<file path="src/rtl/ram_arbiter_if.sv">
// Bundle of the two client command ports and the single-port-pair RAM interface
// seen by ram_arbiter; slave is the arbiter side, master the client/RAM side.
interface ram_arbiter_if #(
  parameter int ADDR_W = 11,
  parameter int DATA_W = 32
);
  // Handshake: cN_req is a valid that holds cN_we/addr/wdata stable until cN_gnt
  // is seen high in the same cycle; req low before gnt withdraws the command.
  logic              c0_req;
  logic              c0_we;
  logic [ADDR_W-1:0] c0_addr;
  logic [DATA_W-1:0] c0_wdata;
  logic              c0_gnt;
  logic              c0_rvalid;
  logic [DATA_W-1:0] c0_rdata;

  logic              c1_req;
  logic              c1_we;
  logic [ADDR_W-1:0] c1_addr;
  logic [DATA_W-1:0] c1_wdata;
  logic              c1_gnt;
  logic              c1_rvalid;
  logic [DATA_W-1:0] c1_rdata;

  logic              write_en;
  logic [ADDR_W-1:0] write_address;
  logic [DATA_W-1:0] data_in;
  logic              read_en;
  logic [ADDR_W-1:0] read_address;
  logic [DATA_W-1:0] data_out;

  modport slave (
    input  c0_req, c0_we, c0_addr, c0_wdata,
    input  c1_req, c1_we, c1_addr, c1_wdata,
    input  data_out,
    output c0_gnt, c0_rvalid, c0_rdata,
    output c1_gnt, c1_rvalid, c1_rdata,
    output write_en, write_address, data_in,
    output read_en, read_address
  );

  modport master (
    output c0_req, c0_we, c0_addr, c0_wdata,
    output c1_req, c1_we, c1_addr, c1_wdata,
    output data_out,
    input  c0_gnt, c0_rvalid, c0_rdata,
    input  c1_gnt, c1_rvalid, c1_rdata,
    input  write_en, write_address, data_in,
    input  read_en, read_address
  );
endinterface

</file>
<file path="src/rtl/ram_arbiter.sv">
// Two-client arbiter onto a RAM with separate write and read ports; each port is
// round-robin arbitrated on its own, and a read colliding with the winning write is held off.
module ram_arbiter #(
  parameter int ADDR_W = 11,
  parameter int DATA_W = 32
) (
  input  logic          clk,
  input  logic          rst,
  ram_arbiter_if.slave  bus
);

  logic              wr_pri_q, wr_pri_d;
  logic              rd_pri_q, rd_pri_d;
  logic              w0, w1, r0, r1;
  logic              wr_any, rd_any, wr_sel, rd_sel;
  logic              hazard, wr_go, rd_go;
  logic [ADDR_W-1:0] wr_addr_sel, rd_addr_sel;
  logic [DATA_W-1:0] wr_data_sel;

  logic              write_en_q;
  logic [ADDR_W-1:0] write_address_q;
  logic [DATA_W-1:0] data_in_q;
  logic              read_en_q;
  logic [ADDR_W-1:0] read_address_q;
  logic              rd_owner_q;
  logic              c0_rvalid_q, c1_rvalid_q;

  always_comb begin
    w0 = bus.c0_req & bus.c0_we;
    w1 = bus.c1_req & bus.c1_we;
    r0 = bus.c0_req & ~bus.c0_we;
    r1 = bus.c1_req & ~bus.c1_we;

    wr_any = w0 | w1;
    rd_any = r0 | r1;
    wr_sel = (w0 & w1) ? wr_pri_q : w1;
    rd_sel = (r0 & r1) ? rd_pri_q : r1;

    wr_addr_sel = wr_sel ? bus.c1_addr  : bus.c0_addr;
    wr_data_sel = wr_sel ? bus.c1_wdata : bus.c0_wdata;
    rd_addr_sel = rd_sel ? bus.c1_addr  : bus.c0_addr;

    // Same-address read waits so it never races the write it would collide with.
    hazard = wr_any & rd_any & (wr_addr_sel == rd_addr_sel);
    wr_go  = wr_any & ~rst;
    rd_go  = rd_any & ~hazard & ~rst;

    wr_pri_d = wr_go ? ~wr_sel : wr_pri_q;
    rd_pri_d = rd_go ? ~rd_sel : rd_pri_q;
  end

  always_ff @(posedge clk) begin
    if (rst) begin
      wr_pri_q        <= 1'b0;
      rd_pri_q        <= 1'b0;
      write_en_q      <= 1'b0;
      write_address_q <= '0;
      data_in_q       <= '0;
      read_en_q       <= 1'b0;
      read_address_q  <= '0;
      rd_owner_q      <= 1'b0;
      c0_rvalid_q     <= 1'b0;
      c1_rvalid_q     <= 1'b0;
    end else begin
      wr_pri_q   <= wr_pri_d;
      rd_pri_q   <= rd_pri_d;
      write_en_q <= wr_go;
      if (wr_go) begin
        write_address_q <= wr_addr_sel;
        data_in_q       <= wr_data_sel;
      end
      read_en_q <= rd_go;
      if (rd_go) begin
        read_address_q <= rd_addr_sel;
        rd_owner_q     <= rd_sel;
      end
      // The RAM returns data the cycle after read_en, so the owner rides one stage behind it.
      c0_rvalid_q <= read_en_q & ~rd_owner_q;
      c1_rvalid_q <= read_en_q &  rd_owner_q;
    end
  end

  assign bus.c0_gnt        = (wr_go & ~wr_sel) | (rd_go & ~rd_sel);
  assign bus.c1_gnt        = (wr_go &  wr_sel) | (rd_go &  rd_sel);
  assign bus.c0_rvalid     = c0_rvalid_q;
  assign bus.c1_rvalid     = c1_rvalid_q;
  assign bus.c0_rdata      = bus.data_out;
  assign bus.c1_rdata      = bus.data_out;
  assign bus.write_en      = write_en_q;
  assign bus.write_address = write_address_q;
  assign bus.data_in       = data_in_q;
  assign bus.read_en       = read_en_q;
  assign bus.read_address  = read_address_q;

endmodule

</file>
<file path="src/flat_wrapper.sv">
// flat-port wrapper written by rule: the top's interface ports become plain ports
module ram_arbiter_flat 
#(
  parameter int ADDR_W = 11,
  parameter int DATA_W = 32
)
  (clk, rst, bus_c0_req, bus_c0_we, bus_c0_addr, bus_c0_wdata, bus_c1_req, bus_c1_we, bus_c1_addr, bus_c1_wdata, bus_data_out, bus_c0_gnt, bus_c0_rvalid, bus_c0_rdata, bus_c1_gnt, bus_c1_rvalid, bus_c1_rdata, bus_write_en, bus_write_address, bus_data_in, bus_read_en, bus_read_address);
  ram_arbiter_if #(.ADDR_W(ADDR_W), .DATA_W(DATA_W)) bus_i ();
  input  logic clk;
  input  logic rst;
  input wire logic [$bits(bus_i.c0_req)-1:0] bus_c0_req;
  input wire logic [$bits(bus_i.c0_we)-1:0] bus_c0_we;
  input wire logic [$bits(bus_i.c0_addr)-1:0] bus_c0_addr;
  input wire logic [$bits(bus_i.c0_wdata)-1:0] bus_c0_wdata;
  input wire logic [$bits(bus_i.c1_req)-1:0] bus_c1_req;
  input wire logic [$bits(bus_i.c1_we)-1:0] bus_c1_we;
  input wire logic [$bits(bus_i.c1_addr)-1:0] bus_c1_addr;
  input wire logic [$bits(bus_i.c1_wdata)-1:0] bus_c1_wdata;
  input wire logic [$bits(bus_i.data_out)-1:0] bus_data_out;
  output wire logic [$bits(bus_i.c0_gnt)-1:0] bus_c0_gnt;
  output wire logic [$bits(bus_i.c0_rvalid)-1:0] bus_c0_rvalid;
  output wire logic [$bits(bus_i.c0_rdata)-1:0] bus_c0_rdata;
  output wire logic [$bits(bus_i.c1_gnt)-1:0] bus_c1_gnt;
  output wire logic [$bits(bus_i.c1_rvalid)-1:0] bus_c1_rvalid;
  output wire logic [$bits(bus_i.c1_rdata)-1:0] bus_c1_rdata;
  output wire logic [$bits(bus_i.write_en)-1:0] bus_write_en;
  output wire logic [$bits(bus_i.write_address)-1:0] bus_write_address;
  output wire logic [$bits(bus_i.data_in)-1:0] bus_data_in;
  output wire logic [$bits(bus_i.read_en)-1:0] bus_read_en;
  output wire logic [$bits(bus_i.read_address)-1:0] bus_read_address;
  assign bus_i.c0_req = bus_c0_req;
  assign bus_i.c0_we = bus_c0_we;
  assign bus_i.c0_addr = bus_c0_addr;
  assign bus_i.c0_wdata = bus_c0_wdata;
  assign bus_i.c1_req = bus_c1_req;
  assign bus_i.c1_we = bus_c1_we;
  assign bus_i.c1_addr = bus_c1_addr;
  assign bus_i.c1_wdata = bus_c1_wdata;
  assign bus_i.data_out = bus_data_out;
  assign bus_c0_gnt = bus_i.c0_gnt;
  assign bus_c0_rvalid = bus_i.c0_rvalid;
  assign bus_c0_rdata = bus_i.c0_rdata;
  assign bus_c1_gnt = bus_i.c1_gnt;
  assign bus_c1_rvalid = bus_i.c1_rvalid;
  assign bus_c1_rdata = bus_i.c1_rdata;
  assign bus_write_en = bus_i.write_en;
  assign bus_write_address = bus_i.write_address;
  assign bus_data_in = bus_i.data_in;
  assign bus_read_en = bus_i.read_en;
  assign bus_read_address = bus_i.read_address;
  ram_arbiter #(.ADDR_W(ADDR_W), .DATA_W(DATA_W)) u_core (.clk(clk), .rst(rst), .bus(bus_i));
endmodule
</file>
<file path="config.mk">
export PLATFORM = sky130hd
export DESIGN_NAME = ram_arbiter_flat
export DESIGN_NICKNAME = d
export VERILOG_FILES = /design/src/rtl/ram_arbiter_if.sv /design/src/rtl/ram_arbiter.sv /design/src/flat_wrapper.sv
export SDC_FILE = /design/constraint.sdc
export NUM_CORES = 1
export LEC_CHECK = 0
export CORE_ASPECT_RATIO = 1.2
export CORE_UTILIZATION = 34
export CTS_CLUSTER_DIAMETER = 80
export DETAILED_ROUTE_END_ITERATION = 7
export GPL_TIMING_DRIVEN = 1
export HOLD_SLACK_MARGIN = 0.03
export PLACE_DENSITY = 0.82
export SLEW_MARGIN = 20
export SYNTH_ARGS = -nofsm -noshare
export SYNTH_HDL_FRONTEND = slang
export SYNTH_SLANG_ARGS = --single-unit
</file>
<file path="constraint.sdc">
create_clock -name clk -period 2.4 [get_ports clk]
set_input_delay 0.48 -clock clk [delete_from_list [all_inputs] [get_ports clk]]
set_output_delay 0.48 -clock clk [all_outputs]
set_load 0.005 [all_outputs]
</file>
## After elaboration in Yosys (flattened, before gate mapping)

Index checks and enable logic that the tools add are counted.

| operators by class | value |
|---|---|
| mux-type cells | 5 |
| eq/ne operators | 1 |
| bitwise operators | 28 |

Operators with widths:

| operator | number |
|---|---|
| 32-bit two-way mux | 1 |
| 11-bit two-way mux | 2 |
| 1-bit AND | 17 |
| 11-bit equality test | 1 |
| 1-bit NOT | 7 |
| 1-bit OR | 4 |
| 1-bit two-way mux | 2 |

| storage, ports and cells | value |
|---|---|
| word-level logic and storage cells | 44 |
| input bits | 124 |
| output and inout port bits | 124 |
| register bits after elaboration | 61 |

## Depth between registers and ports, before layout

| depth | value |
|---|---|
| depth after elaboration | 12 |
| depth in mapped cells | 8 |
| depth with buffers taken out | 6 |

## Least setup slack after synthesis

Ideal clock, no wire load.

| timing path | value |
|---|---|
| path kind | input-to-output |
| start point | input port bus_c1_addr[8] |
| end point | output port bus_c1_gnt |
| cell stages on the path | 8 |
| buffers on the path | 2 |
| setup slack | 0.101 ns |
| arrival | 1.819 ns |
| data required time | 1.920 ns |
| cell sequence | inv_1 a222oi_1 nand4_1 a221oi_1 a221o_1 buf_6 buf_12 o22ai_1 |

| on the way | value |
|---|---|
| cells in the longest elaborated chain, start to end | 8 |
| elaborated cells between the ends (all ways) | 9 |
| classes of those cells | eq/ne (1); mux (2); bitwise (6) |

RTL lines:

| item | RTL line | text |
|---|---|---|
| start: declaration | flat_wrapper.sv:17 | `input wire logic [$bits(bus_i.c1_addr)-1:0] bus_c1_addr;` |
| 11-bit two-way mux, on equally long branches | ram_arbiter.sv:39, ram_arbiter.sv:41 |  |
| 11-bit equality test (*) | ram_arbiter.sv:44 | `hazard = wr_any & rd_any & (wr_addr_sel == rd_addr_sel);` |
| 1-bit AND (*) | ram_arbiter.sv:44 |  |
| 1-bit NOT (*) | ram_arbiter.sv:46 | `rd_go = rd_any & ~hazard & ~rst;` |
| 1-bit AND (*) (2 in a row) | ram_arbiter.sv:46 |  |
| 1-bit AND (*) | ram_arbiter.sv:84 | `assign bus.c1_gnt = (wr_go & wr_sel) \| (rd_go & rd_sel);` |
| 1-bit OR (*) | ram_arbiter.sv:84 |  |
| end: declaration | flat_wrapper.sv:23 | `output wire logic [$bits(bus_i.c1_gnt)-1:0] bus_c1_gnt;` |

Mark *: on every way between the ends. The rest lies on a longest branch, timed or not.

## Worst setup path after layout

| timing path | value |
|---|---|
| start point | input port bus_c0_addr[8] |
| end point | output port bus_c1_gnt |

| on the way | value |
|---|---|
| cells in the longest elaborated chain, start to end | 8 |
| elaborated cells between the ends (all ways) | 9 |
| classes of those cells | eq/ne (1); mux (2); bitwise (6) |

RTL lines:

| item | RTL line | text |
|---|---|---|
| start: declaration | flat_wrapper.sv:13 | `input wire logic [$bits(bus_i.c0_addr)-1:0] bus_c0_addr;` |
| 11-bit two-way mux, on equally long branches | ram_arbiter.sv:39, ram_arbiter.sv:41 |  |
| 11-bit equality test (*) | ram_arbiter.sv:44 |  |
| 1-bit AND (*) | ram_arbiter.sv:44 |  |
| 1-bit NOT (*) | ram_arbiter.sv:46 |  |
| 1-bit AND (*) (2 in a row) | ram_arbiter.sv:46 |  |
| 1-bit AND (*) | ram_arbiter.sv:84 |  |
| 1-bit OR (*) | ram_arbiter.sv:84 |  |

Marked as above.

==> metrics.md <==
| Metric | Value |
|---|---|
| Die width | ~90 um |
| Mapped Area | 0.00314 mm2 |
| Max_slew headroom | around two thirds |
| Routed vias | between 3k and 4k |
| Die height | approximately 110 um |
| Clock-pin slew on the worst setup and hold paths | 60 ps |
| Pre-antenna DRT Iters | 8 |
| Reg-to-Reg End | u_core.bus.read_address[7] |
| Yosys warns | 0 |
| Crit-path cells | buf_4 -> a222oi_1 -> buf_4 -> o22ai_2 -> a221oi_2 -> a221o_1 -> buf_4 -> o22ai_2 -> buf_2 |
| CTS tree | yes |
| Cell area after placement | 0.00444 mm2 |
| RSZ-0062 raised after global routing | yes |
| Port Buffers | 151 |
| Clock Skew | about 10 ps |
| Top-count cell post-synth | buf_4 |
| Final Cycle Share | 105% |
| CP Max Fanout | 4 |
| Failing checks | design-rule violations, negative setup slack |
| Number of nets in the layout | 591 |
| Initial antenna violation count | 3 |
| First-pass GRT wire length | ~15 mm |
| H-tree Lvls | 3 |
| Post-DP HPWL | ~6.6 mm |
| Gr usage total | around 20% |
| Synth Flop Type | dfxtp_1 |
| Routed wire length per instance | ~16 um |
| Cell variety after synth | 34 |
| Crit. End Element | output pin |
| Crit path top cell by count | buf_4 |
| GRT overflow | 0 |
| Post-synth top cells | buf_4 (64), dfxtp_1 (61), nor2_1 (51) |
| # IOs | between 200 and 250 |
| Starting Density | a little over a third |
| Slew Viols, Final | 0 |
| DRC | 8 |
| Final WS setup | -108 ps |
| CTS Buf Count | 9 |
| Worst hold margin | ~440 ps |
| Setup violators final | 2 |
| Post-synth EDFFs | 0 |
| Worst setup startpoint | bus_c0_addr[8] |
| CP endpoint | bus_c1_gnt |
| Critical Path RT | approximately 1900 ps |
| Vias in the first global route | a little over 3k |
| Clock sink count | between 60 and 70 |
| Sequential share of the synthesized area | 38.9% |
| Max VDD drop | around 0.23 mV |
| Achievable frequency | ~0.4 GHz |
| Routed wire length | approximately 9.5 mm |
| Core area | ~0.0090 mm2 |
| Critical path arrival | 2030 ps |
| Max cap viols | 0 |
| Post-route cell area | 0.00474 mm2 |
| Synth Net Count | 478 |
| Outcome | complete, but fails checks |
| Number of DRC markers in iteration 0 | ~240 |
| Lkg Pwr | 1.96 nW |
| CP peak stage delay | 440 ps |
| Crit start category | primary input |
| HP Class | primary input to flop |
| Reg2reg path depth | 10 |
| Clock latency on the worst-skew pair | between 300 and 400 ps |
| P&R area growth vs syn | 51.2% |
| Synth area leaders | dfxtp_1 (39%), buf_4 (15%), a222oi_1 (11%) |
| Post-synth top area share | between 30% and 40% |
| Routability cong. | about 0.85 |
| Via density | about 5.2 |
| Synth Area per Inst | just under 9 um2 |
| Largest net degree at the start of global routing | between 40 and 50 |
| Final ANT Viol Nets | 0 |
| Share of post-route cells with drive strength above 1 | about 18% |
| Worst Max-Slew Pin Slew | roughly 480 ps |
| CP Class | primary input to output pin |
| CTS Buffer Depth | 2 |
| Pwr Total | between 2 and 3 mW |
| Full die area | roughly 0.0096 mm2 |
| R2R Setup Slk | approximately 400 ps |
| FP Rows | 38 |
| Synth async-reset ratio | 0% |
| Seq cells post-synth | roughly 60 |
| Final Critical Period | approximately 2500 ps |
| Worst reg2reg path startpoint | u_core.wr_pri_q |
| Slowest cell on crit path | a222oi_1 |
| Cell accounting for the most synthesized area | dfxtp_1 |
| P per Cell Area | 567 mW/mm2 |
| Clock Tree Root | clkbuf_8 |
| Cells after Synth | approximately 350 |
| Post-cts hold buffer count | 0 |
| Hold Fails Final Rpt | 0 |
[through the flow]
stage / setup TNS (ps) / util (%) / worst slack [ps] / instances
final: -199 / 52.8 / -108 / 596
after floorplan: 0 / - / 101 / 354
after global routing: -482 / 52.7 / -257 / 594
after global placement: -5230 / 49.5 / -775 / 568
after CTS: -34.7 / 52.7 / -26.7 / 593
after detailed placement: -5940 / 49.5 / -808 / 568
[worst max-delay path, delay by kind of cell]
kind                   cells  cell delay, ps
AOI/OAI and AO/OA          5             960
buffers and inverters      4             590
[routing by layer]
layer / track usage (%) / wire length [um]
met1: 21.3 / 3640
met2: 32.1 / 4670
met3: 7.59 / 844
met4: 13.9 / 384
met5: 0 / 0
[sequential cells by signal, summed over array words and instances, names as in the netlist]
register and flops:
u_core.bus.c1_rvalid 1, u_core.bus.write_en 1, u_core.bus.c0_rvalid 1, u_core.wr_pri_q 1
u_core.rd_owner_q 1, u_core.bus.read_en 1, u_core.rd_pri_q 1, u_core.bus.data_in 32
u_core.bus.read_address 11, u_core.bus.write_address 11
[report_power, final]
part / total (mW) / internal, mW / leakage, nW / switching (mW)
Sequential: 1.13 / 1.09 / 0.503 / 0.0416
Clock: 0.908 / 0.505 / 0.0964 / 0.402
Combinational: 0.650 / 0.392 / 1.36 / 0.258
Total: 2.69 / 1.99 / 1.96 / 0.702
[layout by cell type (no fill, tap or decap), types with 3 or more instances in the layout]
cell type        netlist  layout
buf_4                 64      36
nand2b_1              15      14
dfxtp_1               61      61
a311oi_1              11      11
diode_2                0       4
mux2i_1               20      20
nand2_1               27      27
buf_6                  1       6
nor2b_4                0       4
a222oi_1              34      34
clkdlybuf4s15_2        0       3
clkdlybuf4s50_1        0     122
a21oi_1                6       5
clkbuf_8               0      10
dlygate4sd2_1          0      13
nor2_1                51      51
inv_1                  9       9
buf_2                  0       8
xor2_1                 5       5
[cell families (layout without fill, tap and decap cells)]
family / after synthesis / in the layout / share of synthesized area [%]
and+or+nand+nor: 112 / 112 / 16.3
other: 0 / 4 / 0
xor gates and xnor gates: 5 / 5 / 1.40
muxes: 20 / 20 / 6.38
DFF: 61 / 61 / 38.9
AOI/OAI and AO/OA: 59 / 59 / 17.0
buffers and inverters: 97 / 215 / 20.0
[worst min path at each step]
stage | start | end | slack (ps) | depth (start not counted)
2_1_floorplan | u_core.rd_owner_q | u_core.bus.c0_rvalid | 410 | 1
3_3_place_gp | u_core.rd_owner_q | u_core.bus.c0_rvalid | 430 | 1
3_5_place_dp | u_core.rd_owner_q | u_core.bus.c0_rvalid | 440 | 1
4_1_cts | rst | u_core.bus.write_en | 410 | 2
5_1_grt | rst | u_core.bus.write_en | 440 | 2
6_report | rst | u_core.bus.write_en | 440 | 2
[area by class of cell]
type                    count  area, um2
diodes                      4       10.0
clock buffers              12        145
multi-input cells         196       1370
clock inverters             4       47.5
flip-flops and latches     61       1220
repair buffers            190       1770
well taps                 120        150
fillers                   797       4240
inverters                   9       33.8
[what timing repair did]
item,4_1_cts,5_1_grt
setup buffers,9,0
setup endpoints to repair,2,13
gates resized for setup,86,2
pin swaps,14,1
Power figures use the tool's default switching activity.
